$ cat src/rtl/instr_encoder.sv
// instr_encoder: turns a compact request into RV32I instruction words.
// Most requests produce one word. A large LI produces LUI then ADDI.
// The output is a single register with a valid/ready handshake.
// Requests that cannot be encoded are accepted, emit nothing and pulse err.
module instr_encoder (
    input  logic        clk,
    input  logic        reset,
    input  logic        req_valid,
    output logic        req_ready,
    input  logic [2:0]  req_kind,
    input  logic [3:0]  req_alu_op,
    input  logic [4:0]  req_rd,
    input  logic [4:0]  req_rs1,
    input  logic [4:0]  req_rs2,
    input  logic [31:0] req_imm,
    output logic        out_valid,
    input  logic        out_ready,
    output logic [31:0] out_instr,
    output logic        err,
    output logic [15:0] emit_count
);

    // Request kinds
    localparam logic [2:0] K_NOP   = 3'b000;
    localparam logic [2:0] K_REG   = 3'b001;
    localparam logic [2:0] K_IMM   = 3'b010;
    localparam logic [2:0] K_LOAD  = 3'b011;
    localparam logic [2:0] K_STORE = 3'b100;
    localparam logic [2:0] K_AUIPC = 3'b101;
    localparam logic [2:0] K_JAL   = 3'b110;
    localparam logic [2:0] K_LI    = 3'b111;

    // RV32I major opcodes
    localparam logic [6:0] OP_REG   = 7'b0110011;
    localparam logic [6:0] OP_IMM   = 7'b0010011;
    localparam logic [6:0] OP_LOAD  = 7'b0000011;
    localparam logic [6:0] OP_STORE = 7'b0100011;
    localparam logic [6:0] OP_AUIPC = 7'b0010111;
    localparam logic [6:0] OP_JAL   = 7'b1101111;
    localparam logic [6:0] OP_LUI   = 7'b0110111;

    localparam logic [31:0] NOP_WORD = 32'h0000_0013;

    typedef enum logic {
        S_IDLE   = 1'b0,
        S_EXPAND = 1'b1
    } state_t;

    state_t      state_q, state_d;
    logic        out_valid_q, out_valid_d;
    logic [31:0] out_instr_q, out_instr_d;
    logic [31:0] pend_q, pend_d;
    logic        err_q, err_d;
    logic [15:0] cnt_q, cnt_d;

    // ALU decode results
    logic        alu_legal;
    logic        alu_f7b;
    logic [2:0]  alu_f3;
    logic        alu_shift;
    logic        alu_sub;

    // Encoder results for the current request
    logic        enc_legal;
    logic        enc_two;
    logic [31:0] enc_w0;
    logic [31:0] enc_w1;

    // LI helpers
    logic        li_small;
    logic [19:0] li_upper;
    logic [11:0] imm_shift;

    // Handshake / control strobes
    logic        accept;
    logic        load_first;
    logic        load_second;
    logic        out_fire;
    logic        out_free;

    // Map the ALU code onto {funct7[5], funct3}; unlisted codes are illegal
    always_comb begin
        alu_legal = 1'b1;
        alu_f7b   = 1'b0;
        alu_f3    = 3'b000;
        alu_shift = 1'b0;
        alu_sub   = 1'b0;
        unique case (req_alu_op)
            4'b0001: begin alu_f7b = 1'b0; alu_f3 = 3'b000; end                    // ADD
            4'b0010: begin alu_f7b = 1'b1; alu_f3 = 3'b000; alu_sub = 1'b1; end    // SUB
            4'b0011: begin alu_f7b = 1'b0; alu_f3 = 3'b100; end                    // XOR
            4'b0100: begin alu_f7b = 1'b0; alu_f3 = 3'b110; end                    // OR
            4'b0101: begin alu_f7b = 1'b0; alu_f3 = 3'b111; end                    // AND
            4'b0110: begin alu_f7b = 1'b0; alu_f3 = 3'b001; alu_shift = 1'b1; end  // SLL
            4'b0111: begin alu_f7b = 1'b0; alu_f3 = 3'b101; alu_shift = 1'b1; end  // SRL
            4'b1001: begin alu_f7b = 1'b1; alu_f3 = 3'b101; alu_shift = 1'b1; end  // SRA
            4'b1010: begin alu_f7b = 1'b0; alu_f3 = 3'b010; end                    // SLT
            4'b1011: begin alu_f7b = 1'b0; alu_f3 = 3'b011; end                    // SLTU
            default: alu_legal = 1'b0;
        endcase
    end

    // LI fits one ADDI when bits 31..11 are a pure sign extension;
    // otherwise LUI must pre-compensate for ADDI sign-extending imm[11]
    always_comb begin
        li_small  = (&req_imm[31:11]) | ~(|req_imm[31:11]);
        li_upper  = req_imm[31:12] + {19'b0, req_imm[11]};
        imm_shift = {1'b0, alu_f7b, 5'b00000, req_imm[4:0]};
    end

    // Build the instruction word(s) for the presented request
    always_comb begin
        enc_legal = 1'b1;
        enc_two   = 1'b0;
        enc_w0    = NOP_WORD;
        enc_w1    = NOP_WORD;
        unique case (req_kind)
            K_NOP: begin
                enc_w0 = NOP_WORD;
            end
            K_REG: begin
                enc_legal = alu_legal;
                enc_w0    = {1'b0, alu_f7b, 5'b00000, req_rs2, req_rs1, alu_f3, req_rd, OP_REG};
            end
            K_IMM: begin
                enc_legal = alu_legal & ~alu_sub;
                if (alu_shift) begin
                    enc_w0 = {imm_shift, req_rs1, alu_f3, req_rd, OP_IMM};
                end else begin
                    enc_w0 = {req_imm[11:0], req_rs1, alu_f3, req_rd, OP_IMM};
                end
            end
            K_LOAD: begin
                enc_w0 = {req_imm[11:0], req_rs1, 3'b010, req_rd, OP_LOAD};
            end
            K_STORE: begin
                enc_w0 = {req_imm[11:5], req_rs2, req_rs1, 3'b010, req_imm[4:0], OP_STORE};
            end
            K_AUIPC: begin
                enc_w0 = {req_imm[31:12], req_rd, OP_AUIPC};
            end
            K_JAL: begin
                enc_w0 = {req_imm[20], req_imm[10:1], req_imm[11], req_imm[19:12], req_rd, OP_JAL};
            end
            K_LI: begin
                if (li_small) begin
                    enc_w0 = {req_imm[11:0], 5'd0, 3'b000, req_rd, OP_IMM};
                end else begin
                    enc_two = 1'b1;
                    enc_w0  = {li_upper, req_rd, OP_LUI};
                    enc_w1  = {req_imm[11:0], req_rd, 3'b000, req_rd, OP_IMM};
                end
            end
            default: enc_legal = 1'b0;
        endcase
    end

    // FSM state register
    always_ff @(posedge clk or negedge reset) begin
        if (!reset) begin
            state_q <= S_IDLE;
        end else begin
            state_q <= state_d;
        end
    end

    // FSM next state: enter EXPAND on a two-word LI, leave when word two loads
    always_comb begin
        state_d = state_q;
        unique case (state_q)
            S_IDLE:   if (load_first && enc_two) state_d = S_EXPAND;
            S_EXPAND: if (load_second)           state_d = S_IDLE;
            default:  state_d = S_IDLE;
        endcase
    end

    // FSM outputs: handshake strobes derived from state and output register
    always_comb begin
        out_fire    = out_valid_q & out_ready;
        out_free    = ~out_valid_q | out_ready;
        req_ready   = reset & (state_q == S_IDLE) & out_free;
        accept      = req_valid & req_ready;
        load_first  = accept & enc_legal;
        load_second = (state_q == S_EXPAND) & out_free;
    end

    // Next values for the output register, pending word, error and counter
    always_comb begin
        out_valid_d = out_valid_q;
        out_instr_d = out_instr_q;
        pend_d      = pend_q;
        err_d       = accept & ~enc_legal;
        cnt_d       = cnt_q + {15'd0, out_fire};
        if (load_second) begin
            out_valid_d = 1'b1;
            out_instr_d = pend_q;
        end else if (load_first) begin
            out_valid_d = 1'b1;
            out_instr_d = enc_w0;
            if (enc_two) begin
                pend_d = enc_w1;
            end
        end else if (out_fire) begin
            out_valid_d = 1'b0;
        end
    end

    // Datapath and status registers; reset discards any pending second word
    always_ff @(posedge clk or negedge reset) begin
        if (!reset) begin
            out_valid_q <= 1'b0;
            out_instr_q <= 32'h0000_0000;
            pend_q      <= 32'h0000_0000;
            err_q       <= 1'b0;
            cnt_q       <= 16'h0000;
        end else begin
            out_valid_q <= out_valid_d;
            out_instr_q <= out_instr_d;
            pend_q      <= pend_d;
            err_q       <= err_d;
            cnt_q       <= cnt_d;
        end
    end

    assign out_valid  = out_valid_q;
    assign out_instr  = out_instr_q;
    assign err        = err_q;
    assign emit_count = cnt_q;

endmodule

$ cat config.mk
export PLATFORM = sky130hd
export DESIGN_NAME = instr_encoder
export DESIGN_NICKNAME = d
export VERILOG_FILES = /design/src/rtl/instr_encoder.sv
export SDC_FILE = /design/constraint.sdc
export NUM_CORES = 1
export LEC_CHECK = 0
export BUFFER_PORTS_ARGS = -buffer_cell sky130_fd_sc_hd__buf_2
export CAP_MARGIN = 5
export CORE_MARGIN = 8
export CORE_UTILIZATION = 55
export CTS_CLUSTER_DIAMETER = 60
export DETAILED_ROUTE_END_ITERATION = 16
export PLACE_DENSITY = 0.85
export SYNTH_ARGS = -nofsm -noshare
export SYNTH_HDL_FRONTEND = slang
export SYNTH_SLANG_ARGS = --single-unit
$ cat constraint.sdc
create_clock -name clk -period 4.15 [get_ports clk]
set_input_delay 0.6225 -clock clk [delete_from_list [all_inputs] [get_ports clk]]
set_output_delay 0.6225 -clock clk [all_outputs]
set_load 0.1 [all_outputs]
==> impl_metrics.tcl <==
set metrics [dict create \
    status "finished, final reports clean" \
    routed_wl_um 13400 \
    syn_area_um2 4190 \
    seq_area_frac_synth_pct 40.0 \
    cts_resized 0 \
    num_rows 32 \
    hold-worst-slack_ps 156 \
    dpl.hpwl_um 9720 \
    area_growth_pct 19.5 \
    die-area_um2 10700 \
    clk_pin_slew_ps 80 \
    dp_cells 678 \
    regArea_um2 1680 \
    core_um2 7570 \
    setup_ws_ps 1440 \
    cts_hold_repair.buffers 0 \
    setup_viol 0 \
    ys_seq_elements 67 \
    post-synth-top-area-cell "dfrtp_1" \
    initial_core_util_pct 55.4 \
    cts_buffer_depth 2 \
    fin_skew_ps 7.62 \
    cp-start-kind "input pin" \
    antenna_left 0 \
    post-route-period-util_pct 65.2 \
    fin_cells 694 \
    clock_latency_ps 360 \
    synth_area_leaders "dfrtp_1 40%, nand2_1 8.7%, a21oi_1 4.7%" \
    multi_input_area_um2 2330 \
    grt_overflow 0 \
    fmaxAchievable_ghz 0.370 \
    report.power.total_mw 2.69 \
    numCtsBuffers 9 \
    end_kind "flop" \
    drive_above_1_share_pct 24.3 \
    grt_pass1_wl_um 20400 \
    first_pass_iters 6 \
    rsz0062_at_grt "false" \
    layout_common_cells "108 x buf_2, 97 x nand2_1, 67 x dfrtp_1" \
    drt_iter0_markers 545 \
    place_area_um2 4760 \
    via_per_inst 6.35 \
    critPathKind "in -> reg" \
    r2r-end "out_instr[24]" \
    grt_pass1_vias 4241 \
    crit_arrival_ps 2960 \
    ys_warn_count 0 \
    io_pins 109 \
    hold_viol_final 0 \
    rrSetupSlack_ps 1890 \
    die_h_um 103 \
    dp_slack_ps 1170 \
    vias 4410 \
    htree_num_levels 3 \
    leakagePower_nw 2.42 \
    cts_setup_buffers 0 \
    diodes 0 \
    final_area_um2 5000 \
    worst_slew_pin_slew_ps 874 \
    path_max_fanout 27 \
    layout_commonest_cell "buf_2" \
    fin_tns_setup_ps 0 \
    layout.nets 650 \
    clock-sinks 67 \
    synth_edf_count 0 \
    yosys.area.top_type_share_pct 40.0 \
    hp-class "in -> async" \
    async_reset_ff_share_pct 100 \
    drc 0 \
    netlist_instances 492 \
    syn_avg_cell_area_um2 8.51 \
    grt_use_total_pct 25.0 \
    maxCapViolations 0 \
    synth_nets 555 \
    worstPathRequired_ps 4400 \
    wire_per_inst_um 19.3 \
    worstRegToRegCells 6 \
    min_period_ps 2710 \
    nFillCells 634 \
    pwr_density_cell_nw_per_um2 538 \
    grt_max_degree 57 \
    root_buffer "clkbuf_8" \
    ir_worst_vdd_v 0.000277 \
    relSlewSlack_pct 41.5 \
    io_buffers 108 \
    finalCoreUtilization_pct 66.1 \
    die-width_um 103 \
    ys.flop_type "dfrtp_1" \
    cts_tree "yes" \
    r2r-start "out_valid" \
    antenna_found_initial 0 \
    yosysUniqueCellTypes 63 \
    maxSlewViolCount 0 \
    routabilityCongestion 0.968 \
]
Yosys cell counts, drive strengths merged (2+ instances only):
cell type / instances
nand2: 97
dfrtp: 67
a21oi: 40
nor2: 30
o21ai: 24
nand3: 22
clkbuf: 17
xnor2: 17
xor2: 14
buf: 13
nand4: 12
a22o: 11
and3: 10
inv: 10
a22oi: 8
nor3: 8
nor4: 7
and2: 6
nand2b: 6
o221ai: 6
a221oi: 5
ha: 5
mux2: 5
nor3b: 5
and4: 4
o211ai: 4
a211o: 3
a31oi: 3
mux2i: 3
nand3b: 3
a21o: 2
a32oi: 2
a41o: 2
o22ai: 2
o31ai: 2
o32ai: 2
layout make-up:
cell class,count,area share [%]
clock buffer,9,2.48
clock inverter,7,2.42
inverter,10,0.750
multi-input combinational,385,46.6
sequential,67,33.5
tap,102,2.55
timing repair buffer,114,11.7
registers in the layout (all words and copies together) (netlist names):
signal	flops
emit_count	16
err	1
out_instr	30
out_valid	1
pend_q	18
state_q	1
critical path: stages:
cell and delay, ps:
buf_2 420, xor2_2 420, nand2b_1 240, o211ai_1 710, a21oi_1 190, a211o_1 340
where the power goes:
part	switching, mW	total [mW]	internal [mW]
logic	0.927	1.14	0.210
registers	0.0907	0.872	0.781
clock network	0.282	0.686	0.404
logic make-up after synthesis:
family / count (synthesis) / share of synthesized area (%)
DFF: 67 / 40.0
AOI/OAI and AO/OA: 125 / 20.3
xor gates and xnor gates: 31 / 6.66
and+or+nand+nor: 215 / 24.9
adders and majority gates: 6 / 1.73
muxes: 8 / 2.06
buffers and inverters: 40 / 4.30
how the worst max path moves through the flow:
stage,startpoint,end,slack [ps],depth (start not counted)
floorplan,out_valid,req_ready,1640,2
CTS,req_kind[1],out_instr[26],1530,6
detailed placement,req_kind[1],out_instr[26],1170,6
global placement,req_kind[1],out_instr[27],1260,6
finish,req_kind[1],out_instr[26],1440,6
global route,req_kind[1],out_instr[26],1360,6
layer usage:
layer / vias to the layer above / global-route usage, % / part of all wire [%]
li1: 1960 / - / -
met1: 2096 / 32.5 / 40
met2: 303 / 38.3 / 45
met3: 51 / 6.56 / 12
met4: 0 / 11.2 / 2.5
met5: - / 0 / 0
(Power assumes the default switching activity.)
